File: src/rtl/lsu_pkg.sv
// Shared types, funct3 codes and load-data helpers for the MEM-stage load/store unit.
package lsu_pkg;

  localparam int unsigned XLEN = 32;

  localparam logic [2:0] F3_LB  = 3'b000;
  localparam logic [2:0] F3_LH  = 3'b001;
  localparam logic [2:0] F3_LW  = 3'b010;
  localparam logic [2:0] F3_LBU = 3'b100;
  localparam logic [2:0] F3_LHU = 3'b101;

  typedef enum logic [2:0] {
    S_IDLE,
    S_REQ0,
    S_WAIT0,
    S_REQ1,
    S_WAIT1,
    S_DONE
  } state_e;

  // Access size in bytes (1, 2 or 4) from funct3.
  function automatic logic [2:0] size_of(input logic [2:0] f3);
    case (f3[1:0])
      2'b00:   return 3'd1;
      2'b01:   return 3'd2;
      default: return 3'd4;
    endcase
  endfunction

  // Unsigned loads have no store counterpart; 011/110/111 are never legal.
  function automatic logic f3_legal(input logic we, input logic [2:0] f3);
    case (f3)
      F3_LB, F3_LH, F3_LW: return 1'b1;
      F3_LBU, F3_LHU:      return !we;
      default:             return 1'b0;
    endcase
  endfunction

  // Pull the addressed bytes down to bit 0 from the {hi,lo} word pair.
  function automatic logic [XLEN-1:0] load_merge(input logic [XLEN-1:0] hi,
                                                  input logic [XLEN-1:0] lo,
                                                  input logic [1:0]      off);
    logic [2*XLEN-1:0] pair;
    pair = {hi, lo} >> {off, 3'b000};
    return pair[XLEN-1:0];
  endfunction

  // Sign- or zero-extend the LSB-aligned load bytes.
  function automatic logic [XLEN-1:0] load_extend(input logic [2:0]      f3,
                                                   input logic [XLEN-1:0] raw);
    case (f3)
      F3_LB:   return {{(XLEN-8){raw[7]}}, raw[7:0]};
      F3_LBU:  return {{(XLEN-8){1'b0}}, raw[7:0]};
      F3_LH:   return {{(XLEN-16){raw[15]}}, raw[15:0]};
      F3_LHU:  return {{(XLEN-16){1'b0}}, raw[15:0]};
      default: return raw;
    endcase
  endfunction

endpackage

File: src/rtl/lsu_mem_port_if.sv
// Data-memory request/grant/response bus between the LSU and memory.
interface lsu_mem_port_if;

  logic                      mem_req;
  logic                      mem_we;
  logic [lsu_pkg::XLEN-1:0]  mem_addr;
  logic [3:0]                mem_be;
  logic [lsu_pkg::XLEN-1:0]  mem_wdata;
  logic                      mem_gnt;
  logic                      mem_rvalid;
  logic [lsu_pkg::XLEN-1:0]  mem_rdata;

  modport master (
    output mem_req, mem_we, mem_addr, mem_be, mem_wdata,
    input  mem_gnt, mem_rvalid, mem_rdata
  );

  modport slave (
    input  mem_req, mem_we, mem_addr, mem_be, mem_wdata,
    output mem_gnt, mem_rvalid, mem_rdata
  );

endinterface

File: src/rtl/lsu_align.sv
// Byte-lane placement for one word transaction of a possibly split access.
module lsu_align
  import lsu_pkg::*;
(
  input  logic [1:0]      offset,
  input  logic [2:0]      size,
  input  logic            phase,
  input  logic [XLEN-1:0] wdata,
  output logic [3:0]      mem_be,
  output logic [XLEN-1:0] mem_wdata
);

  logic [3:0]        mask;
  logic [7:0]        be_pair;
  logic [2*XLEN-1:0] data_pair;

  // Shift mask and data across a two-word window; phase 1 takes the spill-over half.
  always_comb begin
    case (size)
      3'd1:    mask = 4'b0001;
      3'd2:    mask = 4'b0011;
      default: mask = 4'b1111;
    endcase
    be_pair   = {4'b0000, mask} << offset;
    data_pair = {{XLEN{1'b0}}, wdata} << {offset, 3'b000};
    mem_be    = phase ? be_pair[7:4] : be_pair[3:0];
    mem_wdata = phase ? data_pair[2*XLEN-1:XLEN] : data_pair[XLEN-1:0];
  end

endmodule

File: src/rtl/lsu_mem_port.sv
// MEM-stage load/store unit: drives the memory bus, splits misaligned accesses, stalls the pipe.
module lsu_mem_port
  import lsu_pkg::*;
(
  input  logic                clk,
  input  logic                rst,
  input  logic                req_valid,
  input  logic                req_we,
  input  logic [2:0]          req_funct3,
  input  logic [XLEN-1:0]     req_addr,
  input  logic [XLEN-1:0]     req_wdata,
  output logic                stall,
  output logic                rsp_valid,
  output logic [XLEN-1:0]     rsp_rdata,
  output logic                rsp_err,
  lsu_mem_port_if.master      bus
);

  state_e          state;
  logic            we_q;
  logic [2:0]      f3_q;
  logic [XLEN-1:0] addr_q;
  logic [XLEN-1:0] wdata_q;
  logic [XLEN-1:0] lo_q;

  logic [1:0]      al_off;
  logic [2:0]      al_size;
  logic            al_phase;
  logic [XLEN-1:0] al_wdata_in;
  logic [3:0]      al_be;
  logic [XLEN-1:0] al_wdata;
  logic            split;
  logic [XLEN-1:0] addr1;

  // In IDLE the aligner sees the incoming request (phase 0); afterwards the captured one (phase 1).
  always_comb begin
    if (state == S_IDLE) begin
      al_off      = req_addr[1:0];
      al_size     = size_of(req_funct3);
      al_phase    = 1'b0;
      al_wdata_in = req_wdata;
    end else begin
      al_off      = addr_q[1:0];
      al_size     = size_of(f3_q);
      al_phase    = 1'b1;
      al_wdata_in = wdata_q;
    end
  end

  lsu_align u_align (
    .offset    (al_off),
    .size      (al_size),
    .phase     (al_phase),
    .wdata     (al_wdata_in),
    .mem_be    (al_be),
    .mem_wdata (al_wdata)
  );

  assign split = ({2'b00, addr_q[1:0]} + {1'b0, size_of(f3_q)}) > 4'd4;
  assign addr1 = {addr_q[XLEN-1:2], 2'b00} + XLEN'(4);

  // Hold the pipe while an access is outstanding, including the cycle it is first presented.
  assign stall = ((state != S_IDLE) && (state != S_DONE)) || ((state == S_IDLE) && req_valid);

  // Access sequencer with registered bus and response outputs.
  always_ff @(posedge clk or posedge rst) begin
    if (rst) begin
      state         <= S_IDLE;
      we_q          <= 1'b0;
      f3_q          <= 3'b000;
      addr_q        <= '0;
      wdata_q       <= '0;
      lo_q          <= '0;
      rsp_valid     <= 1'b0;
      rsp_rdata     <= '0;
      rsp_err       <= 1'b0;
      bus.mem_req   <= 1'b0;
      bus.mem_we    <= 1'b0;
      bus.mem_addr  <= '0;
      bus.mem_be    <= 4'b0000;
      bus.mem_wdata <= '0;
    end else begin
      case (state)
        S_IDLE: begin
          if (req_valid) begin
            we_q    <= req_we;
            f3_q    <= req_funct3;
            addr_q  <= req_addr;
            wdata_q <= req_wdata;
            if (!f3_legal(req_we, req_funct3)) begin
              state     <= S_DONE;
              rsp_valid <= 1'b1;
              rsp_err   <= 1'b1;
            end else begin
              state         <= S_REQ0;
              bus.mem_req   <= 1'b1;
              bus.mem_we    <= req_we;
              bus.mem_addr  <= {req_addr[XLEN-1:2], 2'b00};
              bus.mem_be    <= al_be;
              bus.mem_wdata <= al_wdata;
            end
          end
        end
        S_REQ0: begin
          if (bus.mem_gnt) begin
            if (!we_q) begin
              state       <= S_WAIT0;
              bus.mem_req <= 1'b0;
            end else if (split) begin
              state         <= S_REQ1;
              bus.mem_addr  <= addr1;
              bus.mem_be    <= al_be;
              bus.mem_wdata <= al_wdata;
            end else begin
              state       <= S_DONE;
              bus.mem_req <= 1'b0;
              rsp_valid   <= 1'b1;
              rsp_err     <= 1'b0;
            end
          end
        end
        S_WAIT0: begin
          if (bus.mem_rvalid) begin
            lo_q <= bus.mem_rdata;
            if (split) begin
              state         <= S_REQ1;
              bus.mem_req   <= 1'b1;
              bus.mem_addr  <= addr1;
              bus.mem_be    <= al_be;
              bus.mem_wdata <= al_wdata;
            end else begin
              state     <= S_DONE;
              rsp_valid <= 1'b1;
              rsp_err   <= 1'b0;
              rsp_rdata <= load_extend(f3_q, load_merge('0, bus.mem_rdata, addr_q[1:0]));
            end
          end
        end
        S_REQ1: begin
          if (bus.mem_gnt) begin
            bus.mem_req <= 1'b0;
            if (we_q) begin
              state     <= S_DONE;
              rsp_valid <= 1'b1;
              rsp_err   <= 1'b0;
            end else begin
              state <= S_WAIT1;
            end
          end
        end
        S_WAIT1: begin
          if (bus.mem_rvalid) begin
            state     <= S_DONE;
            rsp_valid <= 1'b1;
            rsp_err   <= 1'b0;
            rsp_rdata <= load_extend(f3_q, load_merge(bus.mem_rdata, lo_q, addr_q[1:0]));
          end
        end
        S_DONE: begin
          state     <= S_IDLE;
          rsp_valid <= 1'b0;
          rsp_err   <= 1'b0;
        end
        default: begin
          state       <= S_IDLE;
          bus.mem_req <= 1'b0;
          rsp_valid   <= 1'b0;
        end
      endcase
    end
  end

endmodule

File: src/flat_wrapper.sv
// flat-port wrapper written by rule: the top's interface ports become plain ports
module lsu_mem_port_flat import lsu_pkg::*;
  (clk, rst, req_valid, req_we, req_funct3, req_addr, req_wdata, stall, rsp_valid, rsp_rdata, rsp_err, bus_mem_req, bus_mem_we, bus_mem_addr, bus_mem_be, bus_mem_wdata, bus_mem_gnt, bus_mem_rvalid, bus_mem_rdata);
  lsu_mem_port_if bus_i ();
  input  logic clk;
  input  logic rst;
  input  logic req_valid;
  input  logic req_we;
  input  logic [2:0] req_funct3;
  input  logic [XLEN-1:0] req_addr;
  input  logic [XLEN-1:0] req_wdata;
  output logic stall;
  output logic rsp_valid;
  output logic [XLEN-1:0] rsp_rdata;
  output logic rsp_err;
  output wire logic [$bits(bus_i.mem_req)-1:0] bus_mem_req;
  output wire logic [$bits(bus_i.mem_we)-1:0] bus_mem_we;
  output wire logic [$bits(bus_i.mem_addr)-1:0] bus_mem_addr;
  output wire logic [$bits(bus_i.mem_be)-1:0] bus_mem_be;
  output wire logic [$bits(bus_i.mem_wdata)-1:0] bus_mem_wdata;
  input wire logic [$bits(bus_i.mem_gnt)-1:0] bus_mem_gnt;
  input wire logic [$bits(bus_i.mem_rvalid)-1:0] bus_mem_rvalid;
  input wire logic [$bits(bus_i.mem_rdata)-1:0] bus_mem_rdata;
  assign bus_mem_req = bus_i.mem_req;
  assign bus_mem_we = bus_i.mem_we;
  assign bus_mem_addr = bus_i.mem_addr;
  assign bus_mem_be = bus_i.mem_be;
  assign bus_mem_wdata = bus_i.mem_wdata;
  assign bus_i.mem_gnt = bus_mem_gnt;
  assign bus_i.mem_rvalid = bus_mem_rvalid;
  assign bus_i.mem_rdata = bus_mem_rdata;
  lsu_mem_port u_core (.clk(clk), .rst(rst), .req_valid(req_valid), .req_we(req_we), .req_funct3(req_funct3), .req_addr(req_addr), .req_wdata(req_wdata), .stall(stall), .rsp_valid(rsp_valid), .rsp_rdata(rsp_rdata), .rsp_err(rsp_err), .bus(bus_i));
endmodule
File: config.mk
export PLATFORM = sky130hd
export DESIGN_NAME = lsu_mem_port_flat
export DESIGN_NICKNAME = d
export VERILOG_FILES = /design/src/rtl/lsu_pkg.sv /design/src/rtl/lsu_mem_port_if.sv /design/src/rtl/lsu_align.sv /design/src/rtl/lsu_mem_port.sv /design/src/flat_wrapper.sv
export SDC_FILE = /design/constraint.sdc
export NUM_CORES = 1
export LEC_CHECK = 0
export ABC_AREA = 1
export CAP_MARGIN = 0
export CORE_ASPECT_RATIO = 1.1
export CORE_MARGIN = 3
export CORE_UTILIZATION = 54
export CTS_BUF_LIST = sky130_fd_sc_hd__clkbuf_8 sky130_fd_sc_hd__clkbuf_16
export CTS_CLUSTER_SIZE = 8
export DETAILED_ROUTE_END_ITERATION = 8
export PLACE_DENSITY = 0.84
export SLEW_MARGIN = 20
export SYNTH_ARGS = -nofsm -noshare
export SYNTH_HDL_FRONTEND = slang
export SYNTH_SLANG_ARGS = --single-unit
File: constraint.sdc
create_clock -name clk -period 6.9 [get_ports clk]
set_input_delay 0.69 -clock clk [delete_from_list [all_inputs] [get_ports clk]]
set_output_delay 0.69 -clock clk [all_outputs]
set_load 0.1 [all_outputs]
==> impl_metrics.csv, run 1 <==
group,metric,value,unit
detailed_routing,drt_iter0_drc,1351,
detailed_routing,remaining_drc_errors,0,
yosys,synth_largest_area_cell,"dfrtp_1",
placement,io_buffers,207,
detailed_routing,ant_nets,0,
clock_network,h-tree-depth,1,
die,die_area,25240,sq um
yosys,yosysTopAreaCellShare,40.65,%
layout,area.growth.synth_to_final,22.46,%
critical_path,startpoint_type,"register",
critical_path,endpoint,"stall",
yosys,synth_most_common_cell,"nand2_1",
die,num_rows,58,
layout,fin_nets,2204,
clock_network,ctsResizeCount,0,
detailed_routing,drtPass1Iterations,6,
yosys,synth_top_cells_by_area,"dfrtp_1, nand2_1, nand3_1",
placement,place_inst,2363,
min_path,min_path_type,"reg2reg",
yosys,async_reset_ff_share,100.0,%
placement,post-place-ws,3071,ps
sta,fin_crit_sh,60.78,%
layout,diodes,0,
yosys,syn_inst,1950,
min_path,min_path_cells,2,
global_routing,grt_max_degree,130,
detailed_routing,wl_met2,19.52,mm
die,core,22930,sq um
die,ioPinCount,210,
detailed_routing,vias,13390,
yosys,synth_ff_type,"dfrtp_1",
yosys,synth_area_per_cell,6.472,sq um
critical_path,end_kind,"output pin",
layout,instances_no_fill,2397,
global_routing,grtUsageTotal,33.29,%
sta,slew_headroom,30.35,%
yosys,ys_ff_latch,205,
clock_network,cts_setup_buffers,0,
yosys,synth_common_cells,"nand2_1, nand3_1, dfrtp_1",
layout,fillers,2101,
critical_path,crit_fanout,44,
critical_path,critPathRequiredTime,6210,ps
yosys,ys_seq_area_share,40.65,%
critical_path,cp_data_arrival_time,3500,ps
status,run_status,"finished clean",
layout,drive_gt1_share,3.624,%
critical_path,slowest_stage,"clkdlybuf4s50_1",
critical_path,crit_chain,"nor2_4 -> nand2_2 -> nor2_4 -> inv_2 -> nand2_1 -> clkdlybuf4s50_1",
clock_network,cts_made_buffers,29,
global_routing,grt_pass1_vias,12730,
yosys,synth_xor_area_share,0.3470,%
detailed_routing,wl_met1,16.70,mm
clock_network,clock_latency,530,ps
layout,post-route-util,67.39,%
critical_path,reg2reg_depth,10,
global_routing,antenna_found_initial,1,
clock_network,clk_pin_slew,50,ps
detailed_routing,met3WireLength,3.861,mm
detailed_routing,dr.max_layer_used,"met4",
yosys,synth_top_family_by_area,"simple AND/OR/NAND/NOR gates",
critical_path,r2r-start,"u_core.state[2]",
clock_network,cts_tree,"yes",
yosys,synth_compound_area_share,8.695,%
sta,setup_ws,2706,ps
clock_network,clock_path_buffers,3,
yosys,synth_cell_types,37,
clock_network,root_buffer,"clkbuf_16",
yosys,synth_edf_count,0,
yosys,synth_mux_area_share,0.2677,%
critical_path,startpoint,"u_core.state[1]",
sta,tns,0,ps
run,maxCapViolCount,0,
critical_path,crit_top_cell,"nor2_4",
sta,drv_slew,0,
detailed_routing,finalWirelength,42.26,mm
yosys,synth_area,12620,sq um
critical_path,rr_endpoint,"u_core.bus.mem_addr[17]",
clock_network,numClockSinks,205,
sta,skew,9.082,ps
sta,fmax,0.2384,GHz
die,die_w,151.8,um
die,die_y,166.3,um
yosys,synth_simple_gate_area_share,41.74,%
yosys,synth_warnings,0,
critical_path,reg2reg_slack,3280,ps
sta,tightest_slew,1042,ps
yosys,synthAdderAreaFrac,0.4561,%
detailed_routing,avgViaCountPerCell,5.585,
placement,routabilityCongestion,0.9624,
placement,hpwlAfterDp,29.43,mm
sta,rsz0062_at_grt,"no",
global_routing,grt_pass1_wl,67.54,mm
sta,period_needed,4194,ps
sta,setup_viol,0,
die,initial_core_util,55.03,%
detailed_routing,wl_per_cell,17.63,um
clock_network,postCtsHoldBufs,0,
critical_path,path_class,"reg2out",
global_routing,overflow,0,
critical_path,critical_path.max_stage_delay,1160,ps
sta,hold_viol_final,0,
## registers in the layout, indices dropped and copies added (netlist names)
signal	count
u_core.addr_q	32
u_core.bus.mem_wdata	32
u_core.lo_q	32
u_core.rsp_rdata	32
u_core.wdata_q	32
u_core.bus.mem_addr	30
u_core.bus.mem_be	4
u_core.f3_q	3
u_core.state	3
u_core.bus.mem_req	1
u_core.bus.mem_we	1
u_core.rsp_err	1
u_core.rsp_valid	1
u_core.we_q	1
## logic make-up (layout without fill, tap and decap cells)
logic type	after synthesis	count (layout)
simple gates	1292	1292
buf+inv	236	382
flops	205	205
compound gates	204	204
xor+xnor	5	5
fa+ha+maj	4	4
mux	3	3
other cells	1	2
## worst min path at each step
stage                                   from                  to
after global routing      u_core.wdata_q[18]  u_core.wdata_q[18]
after CTS                 u_core.wdata_q[17]  u_core.wdata_q[17]
after global placement     u_core.wdata_q[9]   u_core.wdata_q[9]
after detailed placement  u_core.wdata_q[17]  u_core.wdata_q[17]
after floorplan            u_core.wdata_q[0]   u_core.wdata_q[0]
final                      u_core.wdata_q[7]   u_core.wdata_q[7]
## per-stage QoR
stage / hold WS, ps / area [sq um]
after global placement: 453.0 / 14680
after CTS: 472.2 / 15420
after floorplan: 442.2 / 12620
final: 467.7 / 15450
after global routing: 489.4 / 15450
after detailed placement: 458.3 / 14680
## metal layers
layer	vias up	track usage [%]
met1	6153	45.18
met4	0	14.97
met2	673	52.75
li1	6444	-
met5	-	0
met3	117	4.885
## critical path, delay by kind of cell, from the launching register on
kind	cells	cell delay [ps]
buffers and inverters	2	1470
AND/OR/NAND/NOR	4	1040
flip-flops	1	460
## cells in the final DEF (no fill, tap or decap), types with 2 or more instances in the layout
cell               n
nand2_1          848
nand3_1          250
clkdlybuf4s50_1  207
dfrtp_1          204
nor2_1           163
o21ai_0          134
inv_1            126
a21oi_1           38
clkbuf_16         29
buf_4             12
o211ai_1          11
or2_2              8
a31oi_1            8
inv_2              6
o31ai_1            6
nor2_4             5
nand2_2            5
and3_1             5
xor2_1             4
nand3b_1           3
mux2_2             3
ha_1               3
conb_1             2
## final cells by class
class                   count  area, sq um  area share, %
repair buffers            220         2190          14.17
flip-flops and latches    205         5131          33.20
clock inverters             4        15.01        0.09716
well taps                 300        375.4          2.429
multi-input cells        1510         6525          42.22
clock buffers              29        725.7          4.696
inverters                 129        491.7          3.182
Power of run 1 is left out: the tool's default activity adds up to more than one toggle a clock period on the data nets, which glitch-free logic cannot reach.
==> run 2, diff against run 1 <==
CORE_UTILIZATION = 49   (was 54)
PLACE_DENSITY = 0.8   (was 0.84)
clock period = 3.4 ns   (was 6.9 ns; I/O delays follow)
==> run 2 against run 1 <==
  * Clock skew is 9.4 ps higher
  * Cell area is 1.5% higher
  * First-iteration DRC count is 7.6% higher
  * Sequential share of layout area is 0.48 points lower
  * Register-to-register slack worse by 2700 ps
  * Routed wire length is 0.21% higher
  * Cell count is 2.3% higher
  * Critical endpoint unchanged
  * Core utilization is 4.5 points lower
  * Hold slack worse by 140 ps
  * Global-route usage is 3.4 points lower
  * Clock-buffer cell count is 1 higher
==> impl_metrics.csv, run 2 (same netlist as run 1, synthesis figures left out) <==
group,metric,value,unit
placement,routabilityCongestion,0.9767,
detailed_routing,wl_met1,16.60,mm
global_routing,grt_pass1_vias,13100,
layout,seqCellArea,5131,sq um
clock_network,clock_path_buffers,3,
placement,hpwlAfterDp,30.11,mm
detailed_routing,drtPass1Iterations,6,
clock_network,ctsResizeCount,0,
critical_path,r2r-start,"u_core.f3_q[1]",
critical_path,crit_fanout,44,
clock_network,cts_made_buffers,29,
critical_path,reg2reg_slack,630,ps
critical_path,end_kind,"output pin",
detailed_routing,ant_nets,0,
clock_network,clk_pin_slew,50,ps
sta,fin_crit_sh,89.81,%
clock_network,numClockSinks,205,
run,maxCapViolCount,0,
critical_path,critPathRequiredTime,3060,ps
clock_network,cts_setup_buffers,0,
global_routing,overflow,0,
sta,slew_headroom,30.66,%
critical_path,cp_data_arrival_time,2710,ps
critical_path,path_class,"reg2out",
clock_network,postCtsHoldBufs,0,
layout,area.growth.synth_to_final,24.24,%
min_path,min_path_type,"in2async",
status,run_status,"finished clean",
sta,skew,18.52,ps
layout,fin_nets,2219,
detailed_routing,avgViaCountPerCell,5.569,
layout,multiInputGateArea,6523,sq um
critical_path,reg2reg_depth,11,
die,num_rows,60,
detailed_routing,met3WireLength,3.741,mm
sta,drv_slew,0,
clock_network,cts_tree,"yes",
global_routing,grtUsageTotal,29.84,%
sta,period_needed,3054,ps
detailed_routing,drt_iter0_drc,1454,
global_routing,antenna_found_initial,0,
critical_path,startpoint_type,"register",
global_routing,grt_pass1_wl,68.30,mm
sta,setup_viol,0,
detailed_routing,vias,13660,
detailed_routing,wl_per_cell,17.26,um
die,ioPinCount,210,
layout,final_cell_mix,"nand2_1, nand3_1, clkdlybuf4s50_1, dfrtp_1, nor2_1",
layout,fillers,2316,
sta,rsz0062_at_grt,"no",
clock_network,clock_latency,540,ps
die,core,24920,sq um
detailed_routing,finalWirelength,42.35,mm
global_routing,grt_max_degree,115,
sta,tns,0,ps
layout,final_common_cell,"nand2_1",
critical_path,rr_endpoint,"u_core.rsp_rdata[21]",
detailed_routing,dr.max_layer_used,"met4",
die,die_y,174.3,um
critical_path,startpoint,"u_core.state[2]",
sta,tightest_slew,1037,ps
detailed_routing,remaining_drc_errors,0,
die,initial_core_util,50.63,%
clock_network,h-tree-depth,1,
die,die_w,159.0,um
die,die_area,27720,sq um
sta,hold_viol_final,0,
placement,io_buffers,207,
layout,diodes,0,
detailed_routing,wl_met2,19.98,mm
layout,drive_gt1_share,4.403,%
critical_path,endpoint,"stall",
sta,fmax,0.3275,GHz
clock_network,root_buffer,"clkbuf_16",
[run 2: worst min path at each step]
stage | to | slack (ps) | cells after the start
final | u_core.lo_q[9] | 330 | 3
after global routing | u_core.lo_q[9] | 390 | 3
after CTS | u_core.lo_q[9] | 360 | 3
after detailed placement | u_core.wdata_q[17] | 460 | 2
after global placement | u_core.wdata_q[9] | 450 | 2
after floorplan | u_core.wdata_q[0] | 440 | 2
[run 2: final cells by class]
type / instances / share of cell area [%]
timing repair buffer: 235 / 15.02
clock inverter: 3 / 0.1037
sequential: 205 / 32.73
multi-input combinational: 1510 / 41.60
inverter: 129 / 3.112
tap: 341 / 2.721
clock buffer: 30 / 4.716
[run 2: metrics by stage]
stage	instances	util, %	setup WS (ps)	hold slack (ps)	area [sq um]
final	2453	62.91	346.4	330.2	15680
after global routing	2453	62.91	194.0	393.5	15680
after CTS	2453	62.91	365.3	363.3	15680
after detailed placement	2420	59.87	682.8	458.5	14920
after global placement	2420	59.87	759.7	454.2	14920
after floorplan	1951	-	401.7	442.2	12630
[run 2: per-layer routing]
metal  GRT usage, %  vias up
li1               -     6473
met2          49.61      706
met4          13.46        0
met5              0        -
met3          4.600      130
met1          38.60     6352
[run 2: worst max-delay path, stage by stage, from the launching register on]
cell     delay [ps]
dfrtp_1         440
inv_2           240
nand2_2         360
nor2_4           50
inv_2           630
nand2_1         210
buf_12          230
Power of run 2 is left out for the same reason.
